## src/rtl/sseg_x4_scan_ctrl_pkg.sv

```systemverilog
// Shared 7-segment definitions for the scan controller and the display monitor.
// Segment order is gfedcba, active LOW (a 0 lights the segment).
package sseg_pkg;

  localparam logic [6:0] SSEG_0   = 7'b1000000;
  localparam logic [6:0] SSEG_1   = 7'b1111001;
  localparam logic [6:0] SSEG_2   = 7'b0100100;
  localparam logic [6:0] SSEG_3   = 7'b0110000;
  localparam logic [6:0] SSEG_4   = 7'b0011001;
  localparam logic [6:0] SSEG_5   = 7'b0010010;
  localparam logic [6:0] SSEG_6   = 7'b0000010;
  localparam logic [6:0] SSEG_7   = 7'b1111000;
  localparam logic [6:0] SSEG_8   = 7'b0000000;
  localparam logic [6:0] SSEG_9   = 7'b0010000;
  localparam logic [6:0] SSEG_OFF = 7'b1111111;

  // All four anodes released (active LOW).
  localparam logic [3:0] ANODES_OFF = 4'b1111;

  // Phase within one digit slot.
  typedef enum logic {
    PH_BLANK = 1'b0,
    PH_DRIVE = 1'b1
  } phase_e;

  // BCD to segment pattern; non-decimal nibbles render dark.
  function automatic logic [6:0] bcd2sseg(input logic [3:0] bcd);
    logic [6:0] seg;
    case (bcd)
      4'd0:    seg = SSEG_0;
      4'd1:    seg = SSEG_1;
      4'd2:    seg = SSEG_2;
      4'd3:    seg = SSEG_3;
      4'd4:    seg = SSEG_4;
      4'd5:    seg = SSEG_5;
      4'd6:    seg = SSEG_6;
      4'd7:    seg = SSEG_7;
      4'd8:    seg = SSEG_8;
      4'd9:    seg = SSEG_9;
      default: seg = SSEG_OFF;
    endcase
    return seg;
  endfunction

endpackage

```

## src/rtl/sseg_x4_scan_ctrl_decoder.sv

```systemverilog
// Combinational BCD to 7-segment decoder built on the shared table.
module sseg_decoder
  import sseg_pkg::*;
(
  input  logic [3:0] bcd_i,
  output logic [6:0] seg_o
);

  // Pure table lookup, no state.
  always_comb begin
    seg_o = bcd2sseg(bcd_i);
  end

endmodule

```

## src/rtl/sseg_x4_scan_ctrl.sv

```systemverilog
// Four-digit time-multiplexed 7-segment scan controller.
// The digit value is snapshotted once per frame (on the last cycle of digit 3)
// so a frame never mixes old and new digits. Each slot starts with DEAD blank
// cycles to suppress ghosting, then drives one anode for DIV-DEAD cycles.
// All outputs are registered, so they lag the counter state by one cycle.
module sseg_x4_scan_ctrl
  import sseg_pkg::*;
#(
  parameter int DIV  = 100000,
  parameter int DEAD = 1000
) (
  input  logic        clk,
  input  logic        rst,
  input  logic [15:0] digits,
  input  logic        lzb,
  output logic [6:0]  sseg_ca,
  output logic [3:0]  sseg_an,
  output logic        frame_done
);

  localparam int CW = (DIV > 2) ? $clog2(DIV) : 1;
  localparam logic [CW-1:0] CNT_MAX  = CW'(DIV - 1);
  localparam logic [CW-1:0] DEAD_CNT = CW'(DEAD);

  logic [CW-1:0] cnt_q, cnt_d;
  logic [1:0]    idx_q, idx_d;
  logic [15:0]   snap_q, snap_d;
  logic          snap_lzb_q, snap_lzb_d;
  logic [3:0]    an_q, an_d;
  logic [6:0]    ca_q, ca_d;
  logic          fd_q, fd_d;

  logic          slot_end;
  logic          frame_end;
  phase_e        phase;
  logic [3:0]    cur_nib;
  logic [6:0]    dec_seg;
  logic [3:0]    nib_zero;
  logic [3:0]    lz_blank;
  logic          digit_blank;

  // Slot and frame boundaries derived from the current counter state.
  always_comb begin
    slot_end  = (cnt_q == CNT_MAX);
    frame_end = slot_end && (idx_q == 2'd3);
    phase     = (cnt_q < DEAD_CNT) ? PH_BLANK : PH_DRIVE;
  end

  // Counter wraps every slot; index advances on the wrap; snapshot loads at frame end.
  always_comb begin
    cnt_d      = slot_end ? '0 : cnt_q + 1'b1;
    idx_d      = slot_end ? idx_q + 2'd1 : idx_q;
    snap_d     = frame_end ? digits : snap_q;
    snap_lzb_d = frame_end ? lzb : snap_lzb_q;
  end

  // Leading-zero blanking: a digit is blanked when it and every digit above are zero.
  // Digit 0 is never blanked so a zero value still shows a single 0.
  always_comb begin
    for (int i = 0; i < 4; i++) begin
      nib_zero[i] = (snap_q[4*i +: 4] == 4'd0);
    end
    lz_blank[3] = snap_lzb_q & nib_zero[3];
    lz_blank[2] = lz_blank[3] & nib_zero[2];
    lz_blank[1] = lz_blank[2] & nib_zero[1];
    lz_blank[0] = 1'b0;
    digit_blank = lz_blank[idx_q];
    cur_nib     = snap_q[{idx_q, 2'b00} +: 4];
  end

  sseg_decoder u_decoder (
    .bcd_i (cur_nib),
    .seg_o (dec_seg)
  );

  // Next output values: dark during the blank phase or for a blanked leading zero.
  always_comb begin
    an_d = ANODES_OFF;
    ca_d = SSEG_OFF;
    fd_d = frame_end;
    if (phase == PH_DRIVE && !digit_blank) begin
      an_d = ~(4'b0001 << idx_q);
      ca_d = dec_seg;
    end
  end

  // Scan state and output registers; reset blanks the display immediately.
  always_ff @(posedge clk or posedge rst) begin
    if (rst) begin
      cnt_q      <= '0;
      idx_q      <= 2'd0;
      snap_q     <= 16'h0000;
      snap_lzb_q <= 1'b0;
      an_q       <= ANODES_OFF;
      ca_q       <= SSEG_OFF;
      fd_q       <= 1'b0;
    end else begin
      cnt_q      <= cnt_d;
      idx_q      <= idx_d;
      snap_q     <= snap_d;
      snap_lzb_q <= snap_lzb_d;
      an_q       <= an_d;
      ca_q       <= ca_d;
      fd_q       <= fd_d;
    end
  end

  assign sseg_an    = an_q;
  assign sseg_ca    = ca_q;
  assign frame_done = fd_q;

endmodule

```

## config.mk

```make
export PLATFORM = sky130hd
export DESIGN_NAME = sseg_x4_scan_ctrl
export DESIGN_NICKNAME = d
export VERILOG_FILES = /design/src/rtl/sseg_x4_scan_ctrl_pkg.sv /design/src/rtl/sseg_x4_scan_ctrl_decoder.sv /design/src/rtl/sseg_x4_scan_ctrl.sv
export SDC_FILE = /design/constraint.sdc
export NUM_CORES = 1
export LEC_CHECK = 0
export ABC_AREA = 1
export BUFFER_PORTS_ARGS = -buffer_cell sky130_fd_sc_hd__buf_2
export CORE_MARGIN = 1.5
export CORE_UTILIZATION = 40
export DETAILED_ROUTE_END_ITERATION = 10
export PLACE_DENSITY = 0.68
export REMOVE_ABC_BUFFERS = 1
export SYNTH_ARGS = -nofsm -noshare
export SYNTH_HDL_FRONTEND = slang
export SYNTH_SLANG_ARGS = --single-unit
```

## constraint.sdc

```tcl
create_clock -name clk -period 2.2 [get_ports clk]
set_clock_uncertainty 0.15 [all_clocks]
set_input_delay 0 -clock clk [delete_from_list [all_inputs] [get_ports clk]]
set_output_delay 0 -clock clk [all_outputs]
set_load 0.05 [all_outputs]
```

==> metrics.txt <==
# TYPE chip_impl_metric gauge
chip_impl_info{name="outcome",value="finished, final reports clean"} 1
chip_impl_metric{name="gp_routability_congestion",unit=""} 0.925
chip_impl_metric{name="clock_latency_at_the_later_pin_of_the_worst_skew_pair",unit="ns"} 0.31
chip_impl_metric{name="post_cts.repair.setup_buffers",unit=""} 0
chip_impl_info{name="timing.critical_path.to_type",value="flip-flop"} 1
chip_impl_metric{name="tightest_slew",unit="ns"} 0.583
chip_impl_metric{name="worst_slack",unit="ns"} 0.171
chip_impl_info{name="hold_path.class",value="input pin to asynchronous set/reset pin"} 1
chip_impl_metric{name="fp-row-count",unit=""} 28
chip_impl_metric{name="final_critical_delay_including_setup_and_external_delays",unit="ns"} 2.03
chip_impl_info{name="crit_path_top_delay_cell",value="sky130_fd_sc_hd__dfrtp_1"} 1
chip_impl_metric{name="clock_sinks",unit=""} 48
chip_impl_metric{name="place_hpwl",unit="mm"} 3.85
chip_impl_metric{name="drt_iter0_markers",unit=""} 112
chip_impl_metric{name="hold_viol_final",unit=""} 0
chip_impl_metric{name="clock_path_buffers",unit=""} 2
chip_impl_metric{name="core-area",unit="um2"} 6030
chip_impl_metric{name="syn_area_per_cell",unit="um2"} 7.95
chip_impl_metric{name="synthesis.area",unit="um2"} 2550
chip_impl_info{name="setup.worst_path.class",value="flip-flop to flip-flop"} 1
chip_impl_metric{name="postRouteWirelength",unit="mm"} 5.39
chip_impl_metric{name="r2r.worst_path.cells",unit=""} 9
chip_impl_metric{name="final_min_period_over_clock_period",unit=""} 0.922
chip_impl_info{name="cp_top_family",value="simple AND/OR/NAND/NOR gates"} 1
chip_impl_metric{name="area.growth.synth_to_final",unit="%"} 21.2
chip_impl_metric{name="num_vias",unit=""} 2146
chip_impl_metric{name="flops_latches_synth",unit=""} 48
chip_impl_metric{name="post_route_ant_nets",unit=""} 0
chip_impl_metric{name="fp.dieArea",unit="um2"} 6870
chip_impl_metric{name="die_height",unit="um"} 82.9
chip_impl_metric{name="drt-pass1-iter-count",unit=""} 4
chip_impl_metric{name="antenna_found_initial",unit=""} 0
chip_impl_metric{name="port_buffers",unit=""} 30
chip_impl_metric{name="r2r_setup_slack",unit="ns"} 0.17
chip_impl_metric{name="leakage",unit="nW"} 1.52
chip_impl_metric{name="met2_length",unit="mm"} 2.45
chip_impl_metric{name="via_count_of_the_first_global_routing_pass",unit=""} 2060
chip_impl_metric{name="met3_wirelength",unit="um"} 246
chip_impl_metric{name="design.final.nets",unit=""} 406
chip_impl_info{name="top_layer",value="met4"} 1
chip_impl_metric{name="horizontal_die_dimension",unit="um"} 82.9
chip_impl_metric{name="report.final.setup_viol",unit=""} 0
chip_impl_info{name="root_buffer",value="sky130_fd_sc_hd__clkbuf_8"} 1
chip_impl_metric{name="setup_total_negative_slack",unit="ns"} 0
chip_impl_metric{name="synth-warning-count",unit=""} 0
chip_impl_metric{name="antenna-diode-count",unit=""} 0
chip_impl_metric{name="worst_path_largest_cell_delay",unit="ns"} 0.48
chip_impl_metric{name="grt_pass1_wl",unit="mm"} 8.97
chip_impl_metric{name="overflow",unit=""} 0
chip_impl_metric{name="syn_inst",unit=""} 321
chip_impl_metric{name="synthDistinctLibCells",unit=""} 26
chip_impl_metric{name="htreeDepth",unit=""} 2
chip_impl_metric{name="final_max_slew_viol_count",unit=""} 0
chip_impl_metric{name="cts_buffers",unit=""} 5
chip_impl_metric{name="io_count",unit=""} 31
chip_impl_metric{name="max-slew-margin-rel",unit=""} 0.612
chip_impl_metric{name="drc_errors",unit=""} 0
chip_impl_metric{name="p_comb_frac",unit=""} 0.036
chip_impl_metric{name="power_frac_clock",unit=""} 0.414
chip_impl_metric{name="ir_drop_worst_case_vdd",unit="mV"} 0.323
chip_impl_metric{name="critical_path_depth",unit=""} 9
chip_impl_metric{name="floorplan.initialDensity",unit=""} 0.423
chip_impl_info{name="crit_path_start",value="idx_q[1]$_DFFE_PP0N_"} 1
chip_impl_metric{name="switchingPower",unit="W"} 0.000323
chip_impl_info{name="worst_r2r_endpoint",value="sseg_ca[3]$_DFF_PP1_"} 1
chip_impl_info{name="path_common_cell",value="sky130_fd_sc_hd__nand3_1"} 1
chip_impl_info{name="timing.critical_path.cells",value="clkinv_1, nor2_1, nand2_1, nand2_1, inv_1, ha_1, nand3_1, nand3_1, nand3_1"} 1
chip_impl_metric{name="worst-endpoint-arrival",unit="ns"} 2.09
chip_impl_info{name="critPathCapture",value="sseg_ca[3]$_DFF_PP1_"} 1
chip_impl_metric{name="maximum_number_of_pins_on_one_net_before_global_route_repair",unit=""} 49
chip_impl_metric{name="wl_met1",unit="mm"} 2.58
chip_impl_info{name="rr_startpoint",value="idx_q[1]$_DFFE_PP0N_"} 1
chip_impl_metric{name="cellInternalPower",unit="W"} 0.00128
chip_impl_metric{name="maximum_achievable_frequency",unit="MHz"} 493
chip_impl_metric{name="critPathRequiredTime",unit="ns"} 2.26
chip_impl_info{name="worstSetupStartpointType",value="flip-flop"} 1
chip_impl_metric{name="groute.usage.overall",unit=""} 0.160
chip_impl_metric{name="clk_slew_on_worst_s_h_paths",unit="ns"} 0.09
chip_impl_metric{name="cp.buffers_inverters",unit=""} 2
chip_impl_metric{name="post_drt_via_cell_ratio",unit=""} 4.74
chip_impl_metric{name="proportion_of_synthesized_chip_area_in_sequential_cells",unit=""} 0.476
chip_impl_metric{name="sw_frac_of_total",unit=""} 0.201
chip_impl_metric{name="routed_wire_length_per_instance",unit="um"} 11.9
chip_impl_metric{name="drive_above_1_share",unit=""} 0.190
chip_impl_info{name="rsz0062_at_grt",value="false"} 1
chip_impl_metric{name="worst_slack_at_placement",unit="ns"} 0.229
chip_impl_metric{name="power_density",unit="nW/um2"} 519
chip_impl_metric{name="max_cap_viol_count",unit=""} 0
chip_impl_metric{name="power.share.sequential",unit=""} 0.550
chip_impl_info{name="tritoncts",value="built"} 1
chip_impl_metric{name="critical_path.max_fanout",unit=""} 9
layout make-up:
type,count,area (um2)
Tap cell,75,93.8
Fill cell,588,2930
Sequential cell,48,1210
Clock buffer,6,82.6
Inverter,40,150
Multi-Input combinational cell,228,1140
Clock inverter,2,33.8
Timing Repair Buffer,54,375
power groups by stage:
stage	combinational (W)	clock, W	sequential, W
after floorplan	0.0000128	0	0.000899
after global placement	0.0000352	0	0.000899
after detailed placement	0.0000358	0	0.000899
after CTS	0.0000596	0.000686	0.000883
after global routing	0.0000648	0.000714	0.000883
final	0.0000578	0.000665	0.000883
logic make-up (layout without fill, tap and decap cells):
| group | Yosys count | in the layout | share of synthesized area |
|---|---|---|---|
| flops | 48 | 48 | 0.476 |
| simple gates | 193 | 193 | 0.333 |
| compound gates | 17 | 17 | 0.0383 |
| fa+ha+maj | 10 | 10 | 0.0490 |
| buf+inv | 45 | 102 | 0.0765 |
| xor+xnor | 8 | 8 | 0.0275 |
how the worst min path moves through the flow:
stage,cells after the start,slack (ns),end,startpoint
after floorplan,2,-0.04,snap_q[1]$_DFFE_PP0P_,digits[1]
after global placement,3,0.04,cnt_q[13]$_DFF_PP0_,rst
after detailed placement,3,0.05,cnt_q[14]$_DFF_PP0_,rst
after CTS,4,0.26,cnt_q[14]$_DFF_PP0_,rst
after global routing,4,0.28,snap_q[2]$_DFFE_PP0P_,digits[2]
final,4,0.23,cnt_q[10]$_DFF_PP0_,rst
cells in the final DEF (no fill, tap or decap), types with 3 or more instances in the layout:
master,n
sky130_fd_sc_hd__nand2_1,102
sky130_fd_sc_hd__nor2_1,37
sky130_fd_sc_hd__dfrtp_1,37
sky130_fd_sc_hd__inv_1,35
sky130_fd_sc_hd__nand3_1,33
sky130_fd_sc_hd__buf_2,30
sky130_fd_sc_hd__dlygate4sd3_1,18
sky130_fd_sc_hd__dfstp_2,11
sky130_fd_sc_hd__ha_1,10
sky130_fd_sc_hd__o21ai_0,8
sky130_fd_sc_hd__xor2_1,8
sky130_fd_sc_hd__clkbuf_8,6
sky130_fd_sc_hd__buf_4,6
sky130_fd_sc_hd__nand2_2,5
sky130_fd_sc_hd__a21oi_1,5
sky130_fd_sc_hd__inv_2,4
sky130_fd_sc_hd__nand4_1,4
sky130_fd_sc_hd__nand3b_1,3
sequential cells by signal, indices dropped and copies added (netlist names):
name and cells:
cnt_q 17, snap_q 16, sseg_ca 7, sseg_an 4, idx_q 2, frame_done 1
snap_lzb_q 1
tightest hold or removal path: cells and delay by family:
kind | cells | cell delay (ns)
buf+inv | 4 | 1.16
metal layers:
metal	global-route usage	up-vias
li1	-	1102
met5	0	-
met2	0.250	52
met3	0.0388	13
met1	0.211	979
met4	0.0712	0
synthesized netlist by cell type:
cell type                  instances  area, um2
sky130_fd_sc_hd__o21a_1            1       7.51
sky130_fd_sc_hd__buf_2             3       15.0
sky130_fd_sc_hd__a21oi_1           5       25.0
sky130_fd_sc_hd__nand3_1          33        165
sky130_fd_sc_hd__or2_2             1       6.26
sky130_fd_sc_hd__nor2_8            1       20.0
sky130_fd_sc_hd__nand3b_1          3       22.5
sky130_fd_sc_hd__xor2_1            8       70.1
sky130_fd_sc_hd__nand2_2           5       31.3
sky130_fd_sc_hd__dfstp_2          11        289
sky130_fd_sc_hd__nand4_1           4       25.0
sky130_fd_sc_hd__nor2_2            2       12.5
sky130_fd_sc_hd__nor2_1           37        139
sky130_fd_sc_hd__inv_1            36        135
sky130_fd_sc_hd__buf_8             2       30.0
sky130_fd_sc_hd__o21ai_2           2       17.5
sky130_fd_sc_hd__clkinv_1          1       3.75
sky130_fd_sc_hd__ha_1             10        125
sky130_fd_sc_hd__o21ai_0           8       40.0
sky130_fd_sc_hd__nand2_4           1       11.3
sky130_fd_sc_hd__o211ai_1          1       7.51
sky130_fd_sc_hd__nand2_1         102        383
sky130_fd_sc_hd__nor3_1            2       10.0
sky130_fd_sc_hd__dfrtp_1          37        926
sky130_fd_sc_hd__inv_2             3       11.3
sky130_fd_sc_hd__nor2_4            2       22.5
per-stage QoR:
| step | area (um2) | hold WS, ns | std cells | utilization | power, W |
|---|---|---|---|---|---|
| after floorplan | 2510 | -0.0412 | 316 | - | 0.000912 |
| after global placement | 2800 | 0.0408 | 427 | 0.464 | 0.000934 |
| after detailed placement | 2800 | 0.0490 | 427 | 0.464 | 0.000935 |
| after CTS | 3090 | 0.258 | 453 | 0.513 | 0.00163 |
| after global routing | 3090 | 0.280 | 453 | 0.513 | 0.00166 |
| final | 3090 | 0.233 | 453 | 0.513 | 0.00161 |
timing repair:
item | in CTS | in global routing
resized for setup | 0 | 0
endpoints found under the hold margin | 54 | 0
hold buffers | 18 | 0
Power figures use the tool's default switching activity.
